===== src/rtl/add_pkg.sv =====
// Shared definitions for the pipelined adder: slice sizing and parameter legality.
package add_pkg;

    function automatic int unsigned slice_width(input int unsigned width, input int unsigned stages);
        return width / stages;
    endfunction

    // Legal when every stage owns an equal, non-empty slice of the carry chain.
    function automatic bit params_ok(input int unsigned width, input int unsigned stages);
        return (stages >= 1) && (stages <= width) && ((width % stages) == 0);
    endfunction

endpackage


===== src/rtl/add_slice.sv =====
// Combinational ripple of W full adders; also exports the carry into its MSB.
module add_slice #(
    parameter int unsigned W = 4
) (
    input  logic [W-1:0] a_i,
    input  logic [W-1:0] b_i,
    input  logic         ci,
    output logic [W-1:0] s_o,
    output logic         co_o,
    output logic         cmsb_o
);

    logic [W:0] w_c;

    // NOTE: every variable written here gets a default first so no latch is inferred.
    always_comb begin
        w_c    = '0;
        s_o    = '0;
        w_c[0] = ci;
        for (int i = 0; i < W; i++) begin
            s_o[i]   = a_i[i] ^ b_i[i] ^ w_c[i];
            w_c[i+1] = (a_i[i] & b_i[i]) | (w_c[i] & (a_i[i] ^ b_i[i]));
        end
    end

    assign co_o   = w_c[W];
    assign cmsb_o = w_c[W-1];

endmodule


===== src/rtl/add_pipe.sv =====
// Pipelined ripple-carry adder/subtractor; one carry slice resolved per stage,
// all stages advance together under a single global enable.
module add_pipe
    import add_pkg::*;
#(
    parameter int unsigned WIDTH  = 16,
    parameter int unsigned STAGES = 4
) (
    input  logic             clk,
    input  logic             rst_n,
    input  logic             in_valid,
    output logic             in_ready,
    input  logic [WIDTH-1:0] a,
    input  logic [WIDTH-1:0] b,
    input  logic             ci,
    input  logic             sub,
    output logic             out_valid,
    input  logic             out_ready,
    output logic [WIDTH-1:0] s,
    output logic             co,
    output logic             ovf
);

    localparam int unsigned W = slice_width(WIDTH, STAGES);

    if (!params_ok(WIDTH, STAGES)) begin : g_param_check
        $fatal(1, "add_pipe: WIDTH must be a multiple of STAGES and 1 <= STAGES <= WIDTH");
    end

    logic             w_en;
    logic [WIDTH-1:0] w_bb;
    logic             w_cin;
    logic             w_ovf_nxt;

    // Stage k register holds the result of slices 0..k plus the operands still to add.
    logic [WIDTH-1:0] r_a [STAGES];
    logic [WIDTH-1:0] r_b [STAGES];
    logic [WIDTH-1:0] r_s [STAGES];
    logic             r_c [STAGES];
    logic             r_v [STAGES];
    logic             r_ovf;

    logic [WIDTH-1:0] w_a_src [STAGES];
    logic [WIDTH-1:0] w_b_src [STAGES];
    logic [WIDTH-1:0] w_s_src [STAGES];
    logic [WIDTH-1:0] w_s_nxt [STAGES];
    logic             w_c_src [STAGES];
    logic             w_v_src [STAGES];
    logic [W-1:0]     w_ss    [STAGES];
    logic             w_co    [STAGES];
    logic             w_cmsb  [STAGES];

    assign w_bb  = sub ? ~b : b;
    assign w_cin = sub | ci;

    assign w_en     = ~out_valid | out_ready;
    assign in_ready = w_en;

    for (genvar k = 0; k < STAGES; k++) begin : g_stage
        if (k == 0) begin : g_first
            assign w_a_src[k] = a;
            assign w_b_src[k] = w_bb;
            assign w_c_src[k] = w_cin;
            assign w_s_src[k] = '0;
            assign w_v_src[k] = in_valid;
        end else begin : g_rest
            assign w_a_src[k] = r_a[k-1];
            assign w_b_src[k] = r_b[k-1];
            assign w_c_src[k] = r_c[k-1];
            assign w_s_src[k] = r_s[k-1];
            assign w_v_src[k] = r_v[k-1];
        end

        add_slice #(.W(W)) u_slice (
            .a_i    (w_a_src[k][k*W +: W]),
            .b_i    (w_b_src[k][k*W +: W]),
            .ci     (w_c_src[k]),
            .s_o    (w_ss[k]),
            .co_o   (w_co[k]),
            .cmsb_o (w_cmsb[k])
        );

        // Bits of slice k are still zero on entry, so OR-ing the new slice in is enough.
        assign w_s_nxt[k] = w_s_src[k] | (WIDTH'(w_ss[k]) << (k*W));
    end

    assign w_ovf_nxt = w_co[STAGES-1] ^ w_cmsb[STAGES-1];

    // NOTE: state uses non-blocking assignments; every stage, data included, is reset
    // so no stale sum can leak out after a mid-flight reset.
    always_ff @(posedge clk or negedge rst_n) begin
        if (!rst_n) begin
            for (int k = 0; k < STAGES; k++) begin
                r_a[k] <= '0;
                r_b[k] <= '0;
                r_s[k] <= '0;
                r_c[k] <= 1'b0;
                r_v[k] <= 1'b0;
            end
            r_ovf <= 1'b0;
        end else if (w_en) begin
            for (int k = 0; k < STAGES; k++) begin
                r_a[k] <= w_a_src[k];
                r_b[k] <= w_b_src[k];
                r_s[k] <= w_s_nxt[k];
                r_c[k] <= w_co[k];
                r_v[k] <= w_v_src[k];
            end
            r_ovf <= w_ovf_nxt;
        end
    end

    assign out_valid = r_v[STAGES-1];
    assign s         = r_s[STAGES-1];
    assign co        = r_c[STAGES-1];
    assign ovf       = r_ovf;

endmodule


===== config.mk =====
export PLATFORM = sky130hd
export DESIGN_NAME = add_pipe
export DESIGN_NICKNAME = d
export VERILOG_FILES = /design/src/rtl/add_pkg.sv /design/src/rtl/add_slice.sv /design/src/rtl/add_pipe.sv
export SDC_FILE = /design/constraint.sdc
export NUM_CORES = 1
export LEC_CHECK = 0
export ABC_AREA = 1
export BUFFER_PORTS_ARGS = -buffer_cell sky130_fd_sc_hd__buf_2
export CORE_MARGIN = 10
export CORE_UTILIZATION = 25
export CTS_CLUSTER_SIZE = 28
export DETAILED_ROUTE_END_ITERATION = 10
export SLEW_MARGIN = 20
export SYNTH_ARGS = -nofsm -noshare
export SYNTH_HDL_FRONTEND = slang
export SYNTH_SLANG_ARGS = --single-unit

===== constraint.sdc =====
create_clock -name clk -period 4.4 [get_ports clk]
set_input_delay 0.44 -clock clk [delete_from_list [all_inputs] [get_ports clk]]
set_output_delay 0.44 -clock clk [all_outputs]
set_load 0.03 [all_outputs]

# Word level (Yosys, flattened, before mapping)
# Cells that the tools add are included.
# W data, S select, Z words.
# totals
out_inout_bits	20
ff_bits	157
# classes
bitwise	88
muxes	1
# op_table
op	count
$xor A1 B1 Y1	33
$and A1 B1 Y1	32
$or A1 B1 Y1	18
$mux W16	1
$not A16 Y16	1
$or A16 B12 Y16	1
$or A16 B16 Y16	1
$or A4 B8 Y8	1
$not A1 Y1	1

# Longest topological paths before layout
# Gate-level depths: netlist of run 1.
# depth
depth_word	11
mapped_depth	12
depth_no_buf	11

# Modules after synthesis
# A second synthesis of run 1 with hierarchy kept.
# unflattened
hier_cells	506
area_unflattened_um2	4413.0
# by_module_without_submodules
mod	area_per_inst_um2	instances	seq_area_each_um2	cells_per_inst
add_pipe	3972.6	1	2427.3	458
add_slice	110.1	4	0.0	12

# Least setup slack after synthesis of run 1
# No wires, ideal clock.
# synth_timing
path_kind	in2reg
start	in sub
end	reg r_s[51] (netlist bit)
n_path_buf	2
path_stages	12
setup_time_ns	0.116
setup_slack_ns	1.818
arrival_time_ns	2.466
path_cell_list	buf_2 buf_2 xnor2_1 fa_1 inv_1 fa_1 inv_1 fa_1 inv_1 fa_1 nand2_1 nand2_1
# synth_via
elab_chain_cells	9
# synth_lines
item	line	text
start, declared	add_pipe.sv:16	input logic sub,
$mux W16	add_pipe.sv:53	assign w_bb = sub ? ~b : b;
$xor A1 B1 Y1	add_slice.sv:22	w_c[i+1] = (a_i[i] & b_i[i]) | (w_c[i] & (a_i[i] ^ b_i[i]));
$and A1 B1 Y1	add_slice.sv:22	
$or A1 B1 Y1	add_slice.sv:22	
$and A1 B1 Y1	add_slice.sv:22	
$or A1 B1 Y1	add_slice.sv:22	
$and A1 B1 Y1	add_slice.sv:22	
$or A1 B1 Y1	add_slice.sv:22	
$xor A1 B1 Y1 (*)	add_slice.sv:21	s_o[i] = a_i[i] ^ b_i[i] ^ w_c[i];
net g_stage[0].u_slice.s_o[3]	add_slice.sv:8	output logic [W-1:0] s_o,
end signal, assigned by index	add_pipe.sv:105	r_s[k] <= w_s_nxt[k];
end, declared	add_pipe.sv:38	logic [WIDTH-1:0] r_s [STAGES];
# Mark *: on every way through the listed nets, which the timed path passes. The rest lies on a longest branch.
# A chain may end at the register's enable or synchronous reset.

# Worst setup path in the final report of run 1
# Same ends and word-level chain as after synthesis.

==> results.md, run 1 <==
* Origin of the critical flop-to-flop path: r_c[1]
* Initial antenna violation count at 0
* Die extent in y at 152 µm
* Critical path class: input port to flip-flop
* Area of the multi-input gates at 1450 µm²
* Max-slew violation count at 0
* WP data required at 4.63 ns
* Fin Setup TNS at 0 ns
* Share of the synthesized area in the top cell type at 56.0%
* Status: complete, no violations
* Final setup skew at 0.00768 ns
* Critical path arrival at 2.53 ns
* Crit share post-route at 52.4%
* Setup violations, final at 0
* Maximum clock insertion buffer count at 2
* Layout fillers at 1880
* Largest net degree at the start of global routing at 61
* Number of global-route vias before repair at 2959
* Final Hold Fails at 0
* Mapped Cells at 480
* CTS buffer count at 9
* Maximum clock rate at 434 MHz
* Setup crit start: sub
* Nets at 568
* Post-Syn Area at 4340 µm²
* Syn Nets at 534
* Min-delay worst type: input port to asynchronous set/reset pin
* Vias at 2894
* Crit-path cells: buf_2 -> xnor2_1 -> fa_1 -> inv_1 -> fa_1 -> inv_1 -> fa_1 -> inv_1 -> fa_1 -> nand2_1 -> nand2_1
* Slew headroom at 58.1%
* Gp weighted congestion at 0.726
* WL final at 8.64 mm
* DRC at 0
* CP max FO at 18
* Synth area leaders: dfrtp_1, nand2_1, fa_1
* Row cnt at 48
* Drt first pass iters at 4
* Clock slew at reported path FFs at 0.07 ns
* Post-CTS sizing at 0
* Post-synth top area cell: dfrtp_1
* CTS sink cnt at 97
* PortBufs at 57
* R2R depth at 8
* Depth of the CTS H-tree at 3
* GRT Residual Overflow at 0
* Lkg Pwr at 0.00262 µW
* Post-synthesis average cell area at 9.04 µm²
* First-pass GRT wire length at 15.0 mm
* Initial Util at 25.3%
* Gr usage total at 8.10%
* FF+latch area at 2430 µm²
* Fin cells at 744
* Peak VDD IR at 0.215 mV
* DP HPWL at 5.98 mm
* Placeable core region at 17200 µm²
* Max incr delay on CP at 0.40 ns
* Flop-to-flop setup slack at 2.12 ns
* Pwr dens at 697 nW/µm²
* Synth warn at 0
* Slowest CP cell: fa_1
* WL/cell at 11.6 µm
* Top Ports at 58
* N_diodes at 0
* Worst-Margin Slew at 0.628 ns
* Min Clock Period, post-route at 2.30 ns
* Postcts setup bufs at 0
* CP startpoint kind: input port
* DP Cell Count at 727
* Layout cells sized above 1 at 15.6%
* Max cap viols at 0
* Die Wd at 152 µm
* Area delta synth->final at 16.5%
* Iter 0 DRT Violations at 240
* Worst r2r dst: s[15]
* Yosys reg bits at 97
* Most used cell, CP: fa_1
* Via/cell ratio at 3.89
* Library cells used by synthesis at 15
* Clk Latency, worst-skew pair at 0.34 ns
* Post-detailed-route count of antenna-violating nets at 0
* CTS root buf: clkbuf_16
* CP Capture Point: r_s[51]
* CTS tree: yes
* RSZ-0062 raised after global routing: false
* Hold-fix buffers at CTS at 0
* CP endpoint kind: flip-flop
* Sequential area share after synthesis at 56.0%
* Die ar. at 23000 µm²
final cells by class:
class,instances,area share (%)
repair buffers,62,6.69
well taps,225,5.57
clock inverters,7,2.23
flip-flops and latches,97,48.0
multi-input cells,286,28.7
clock buffers,9,4.46
inverters,58,4.31
cell usage in the layout, fill, tap and decap left out, types with 2 or more instances in the layout:
master	Yosys	final
inv_1	57	57
fa_1	16	16
nand2_1	198	198
buf_2	12	56
buf_4	23	5
nand3_1	13	13
dfrtp_1	97	97
bufinv_16	0	2
xor2_1	2	2
o21ai_0	52	52
clkbuf_16	0	9
xnor2_1	2	2
power breakdown:
part | total [µW] | internal [µW] | switching [µW]
clock | 870 | 510 | 360
sequential | 1470 | 1290 | 187
combinational | 1180 | 399 | 781
synthesized netlist by cell type:
cell,n
buf_2,12
buf_4,23
clkbuf_1,4
dfrtp_1,97
fa_1,16
inv_1,57
inv_2,1
nand2_1,198
nand2_2,1
nand3_1,13
nor2_1,1
nor2_4,1
o21ai_0,52
xnor2_1,2
xor2_1,2
critical path, delay by kind of cell:
kind | cells | cell delay (ns)
adder cells (fa/ha/maj) | 4 | 1.29
AND/OR/NAND/NOR | 2 | 0.13
buffers and inverters | 4 | 0.51
XOR/XNOR | 1 | 0.16
kinds of logic after synthesis:
logic type | after synthesis | share of synthesized area, %
AOI/OAI and AO/OA | 52 | 6.00
xor gates and xnor gates | 4 | 0.808
adders and majority gates | 16 | 7.38
buffers and inverters | 97 | 10.7
DFF | 97 | 56.0
and+or+nand+nor | 214 | 19.1
state kept, by name, summed over array words and instances, names as in the netlist:
| name | cells |
|---|---|
| s | 16 |
| co | 1 |
| r_v | 3 |
| r_s | 24 |
| ovf | 1 |
| r_b | 24 |
| out_valid | 1 |
| r_c | 3 |
| r_a | 24 |
how the worst min path moves through the flow:
stage,from,to,cells past startpoint
2_1_floorplan,rst_n,co,0
3_3_place_gp,r_v[1],out_valid,2
3_5_place_dp,r_v[1],out_valid,2
4_1_cts,rst_n,s[7],1
5_1_grt,rst_n,s[7],1
6_report,rst_n,s[7],1
metal layers:
metal / up-vias / wire length, µm / global-route usage (%)
met4: 0 / 146 / 3.43
met3: 7 / 268 / 1.81
li1: 1495 / - / -
met1: 1345 / 4440 / 11.3
met2: 47 / 3790 / 11.8
met5: - / 0 / 0
metrics by stage:
step / total power (µW) / cell area, µm² / setup WS [ns] / utilization [%] / hold WS [ns]
6_report: 3520 / 5050 / 2.10 / 29.4 / 0.106
5_1_grt: 3860 / 5050 / 1.91 / 29.4 / 0.159
4_1_cts: 3580 / 5030 / 2.04 / 29.3 / 0.136
3_5_place_dp: 2690 / 4690 / 1.71 / 27.3 / 0.450
3_3_place_gp: 2670 / 4690 / 1.73 / 27.3 / 0.447
2_1_floorplan: 2440 / 4340 / 1.82 / - / 0.144
No activity file was read; power rests on OpenSTA's default activity.
==> inputs of run 2 (changes only) <==
==> constraint.sdc (replaced) <==
create_clock -name clk -period 2.2 [get_ports clk]
set_input_delay 0.22 -clock clk [delete_from_list [all_inputs] [get_ports clk]]
set_output_delay 0.22 -clock clk [all_outputs]
set_load 0.03 [all_outputs]
==> results.md, run 2 (synthesis results as in run 1) <==
* Pwr dens at 1380 nW/µm² (was 697 nW/µm²)
* WP data required at 2.47 ns (was 4.63 ns)
* Placeable core region at 17200 µm² (unchanged)
* Vias at 2865 (was 2894)
* GRT Residual Overflow at 0 (unchanged)
* Commonest non-fill, non-tap cells in the layout: nand2_1, dfrtp_1, buf_2, inv_1, o21ai_0 (was nand2_1, dfrtp_1, inv_1, buf_2, o21ai_0)
* Depth of the CTS H-tree at 3 (unchanged)
* CP startpoint kind: flip-flop (was input port)
* Lkg Pwr at 0.00266 µW (was 0.00262 µW)
* Nets at 575 (was 568)
* FF+latch area at 2430 µm² (unchanged)
* Gp weighted congestion at 0.741 (was 0.726)
* Area delta synth->final at 19.4% (was 16.5%)
* Critical path arrival at 2.38 ns (was 2.53 ns)
* Maximum clock insertion buffer count at 2 (unchanged)
* DRC at 0 (unchanged)
* Fin util at 30.2% (was 29.4%)
* CTS root buf: clkbuf_16 (unchanged)
* Flop-to-flop setup slack at 0.09 ns (was 2.12 ns)
* Layout cells sized above 1 at 20.2% (was 15.6%)
* Die Wd at 152 µm (unchanged)
* Clock slew at reported path FFs at 0.07 ns (about the same)
* CTS buffer count at 9 (unchanged)
* Fin Hold WS at 0.0794 ns (was 0.106 ns)
* Slew headroom at 59.9% (was 58.1%)
* Initial antenna violation count at 1 (was 0)
* Largest registers: r_a: 24 flops, r_b: 24 flops, r_s: 24 flops (unchanged)
* Min Clock Period, post-route at 2.11 ns
* Origin of the critical flop-to-flop path: r_a[28] (was r_c[1])
* Worst r2r dst: s[15] (unchanged)
* Largest net degree at the start of global routing at 52 (was 61)
* Max incr delay on CP at 0.42 ns (was 0.40 ns)
* Via/cell ratio at 3.81 (was 3.89)
* PortBufs at 57 (unchanged)
* DP HPWL at 6.52 mm (was 5.98 mm)
* Worst-Margin Slew at 0.599 ns (was 0.628 ns)
* Status: complete, no violations (unchanged)
* Top Ports at 58 (unchanged)
* CP max FO at 2 (was 18)
* R2R depth at 8 (unchanged)
* Most used cell, CP: fa_2 (was fa_1)
* Power consumption at 7130 µW (was 3520 µW)
* Area of the multi-input gates at 1500 µm² (was 1450 µm²)
* Max cap viols at 0 (unchanged)
* Number of global-route vias before repair at 2982 (was 2959)
* Critical path class: flip-flop to flip-flop (was input port to flip-flop)
* First-pass GRT wire length at 14.6 mm (was 15.0 mm)
* Setup crit start: r_a[28] (was sub)
* Final Hold Fails at 0 (unchanged)
* Maximum clock rate at 474 MHz
* Die ar. at 23000 µm² (unchanged)
* Initial Util at 25.3% (unchanged)
* Min-delay worst type: input port to flip-flop (was input port to asynchronous set/reset pin)
* Post-detailed-route count of antenna-violating nets at 0 (unchanged)
* WL final at 8.81 mm (was 8.64 mm)
* Postcts setup bufs at 0 (unchanged)
* N_diodes at 0 (unchanged)
* Fin cells at 751 (was 744)
* Row cnt at 48 (unchanged)
* CP Capture Point: s[15] (was r_s[51])
* DP Cell Count at 734 (was 727)
* Die extent in y at 152 µm (unchanged)
* Peak VDD IR at 0.434 mV (was 0.215 mV)
* Gr usage total at 8.06% (was 8.10%)
* CTS sink cnt at 97 (unchanged)
* Crit-path cells: fa_2 -> inv_2 -> fa_2 -> inv_2 -> fa_2 -> inv_2 -> fa_2 -> o21ai_2 (was buf_2 -> xnor2_1 -> fa_1 -> inv_1 -> fa_1 -> inv_1 -> fa_1 -> inv_1 -> fa_1 -> nand2_1 -> nand2_1)
* Clk Latency, worst-skew pair at 0.34 ns (about the same)
* Setup violations, final at 0 (unchanged)
* Layout fillers at 1877 (was 1880)
* Slowest CP cell: fa_2 (was fa_1)
* CP endpoint kind: flip-flop (unchanged)
* WL/cell at 11.7 µm (was 11.6 µm)
* Crit share post-route at 95.8%
* Max-slew violation count at 0 (unchanged)
* HP Start: a[11]
* Iter 0 DRT Violations at 150 (was 240)
* Commonest non-fill, non-tap cell in the layout: nand2_1 (unchanged)
* Final setup skew at 0.00624 ns (was 0.00768 ns)
* Drt first pass iters at 4 (unchanged)
* CTS tree: yes (unchanged)
-- run 2: changes by cell type in the layout (fill, tap and decap cells not counted), sizes merged --
cell | before | now
clkbuf | 9 | 11
buf | 62 | 68
bufinv | 2 | 1
dlygate4sd3 | 0 | 1
clkinvlp | 1 | 0
-- run 2: cell type report --
cell class	count	share of cell area (%)
flip-flops and latches	97	46.9
multi-input cells	286	28.9
repair buffers	69	8.55
well taps	225	5.44
clock buffers	11	4.88
inverters	58	4.20
clock inverters	5	1.18
-- run 2: metrics by stage --
step | setup slack, ns | cell area [µm²] | setup TNS [ns]
3_5_place_dp | -0.0931 | 4840 | -0.115
6_report | 0.0916 | 5180 | 0
2_1_floorplan | -0.0302 | 4380 | -0.0302
5_1_grt | -0.00838 | 5180 | -0.00838
3_3_place_gp | -0.0457 | 4840 | -0.0457
4_1_cts | 0.00420 | 5160 | 0
-- run 2: report_power, final --
part           internal (µW)  switching (µW)
sequential              2570             392
combinational            920            1630
clock                    951             670
total                   4450            2690
-- run 2: routing by layer --
metal	track usage (%)	routed length [µm]	part of all wire, %	vias to the layer above
met3	1.87	298	3.4	10
li1	-	-	-	1513
met5	0	13	0.15	-
met4	3.72	110	1.2	2
met1	10.6	4450	50	1297
met2	12.3	3940	45	43
-- run 2: critical path: cells and delay by family, from the launching register on --
kind | cells | cell delay [ns]
adder cells (fa/ha/maj) | 4 | 1.34
buffers and inverters | 3 | 0.19
AO/OA/AOI/OAI | 1 | 0.11
flip-flops | 1 | 0.40
-- run 2: how the worst min path moves through the flow --
stage | endpoint | slack (ns) | cells past startpoint
4_1_cts | r_a[59] | 0.07 | 3
2_1_floorplan | co | -0.08 | 0
6_report | r_a[59] | 0.08 | 3
5_1_grt | r_a[59] | 0.09 | 3
3_5_place_dp | s[8] | 0.13 | 1
3_3_place_gp | s[7] | 0.13 | 1
-- run 2: repair_timing --
action                                  4_1_cts  5_1_grt
hold buffers                                  1        0
gates resized for setup                       4       12
hold endpoints to repair                     19        0
endpoints found under the setup margin        2        5
pin swaps                                     0        5
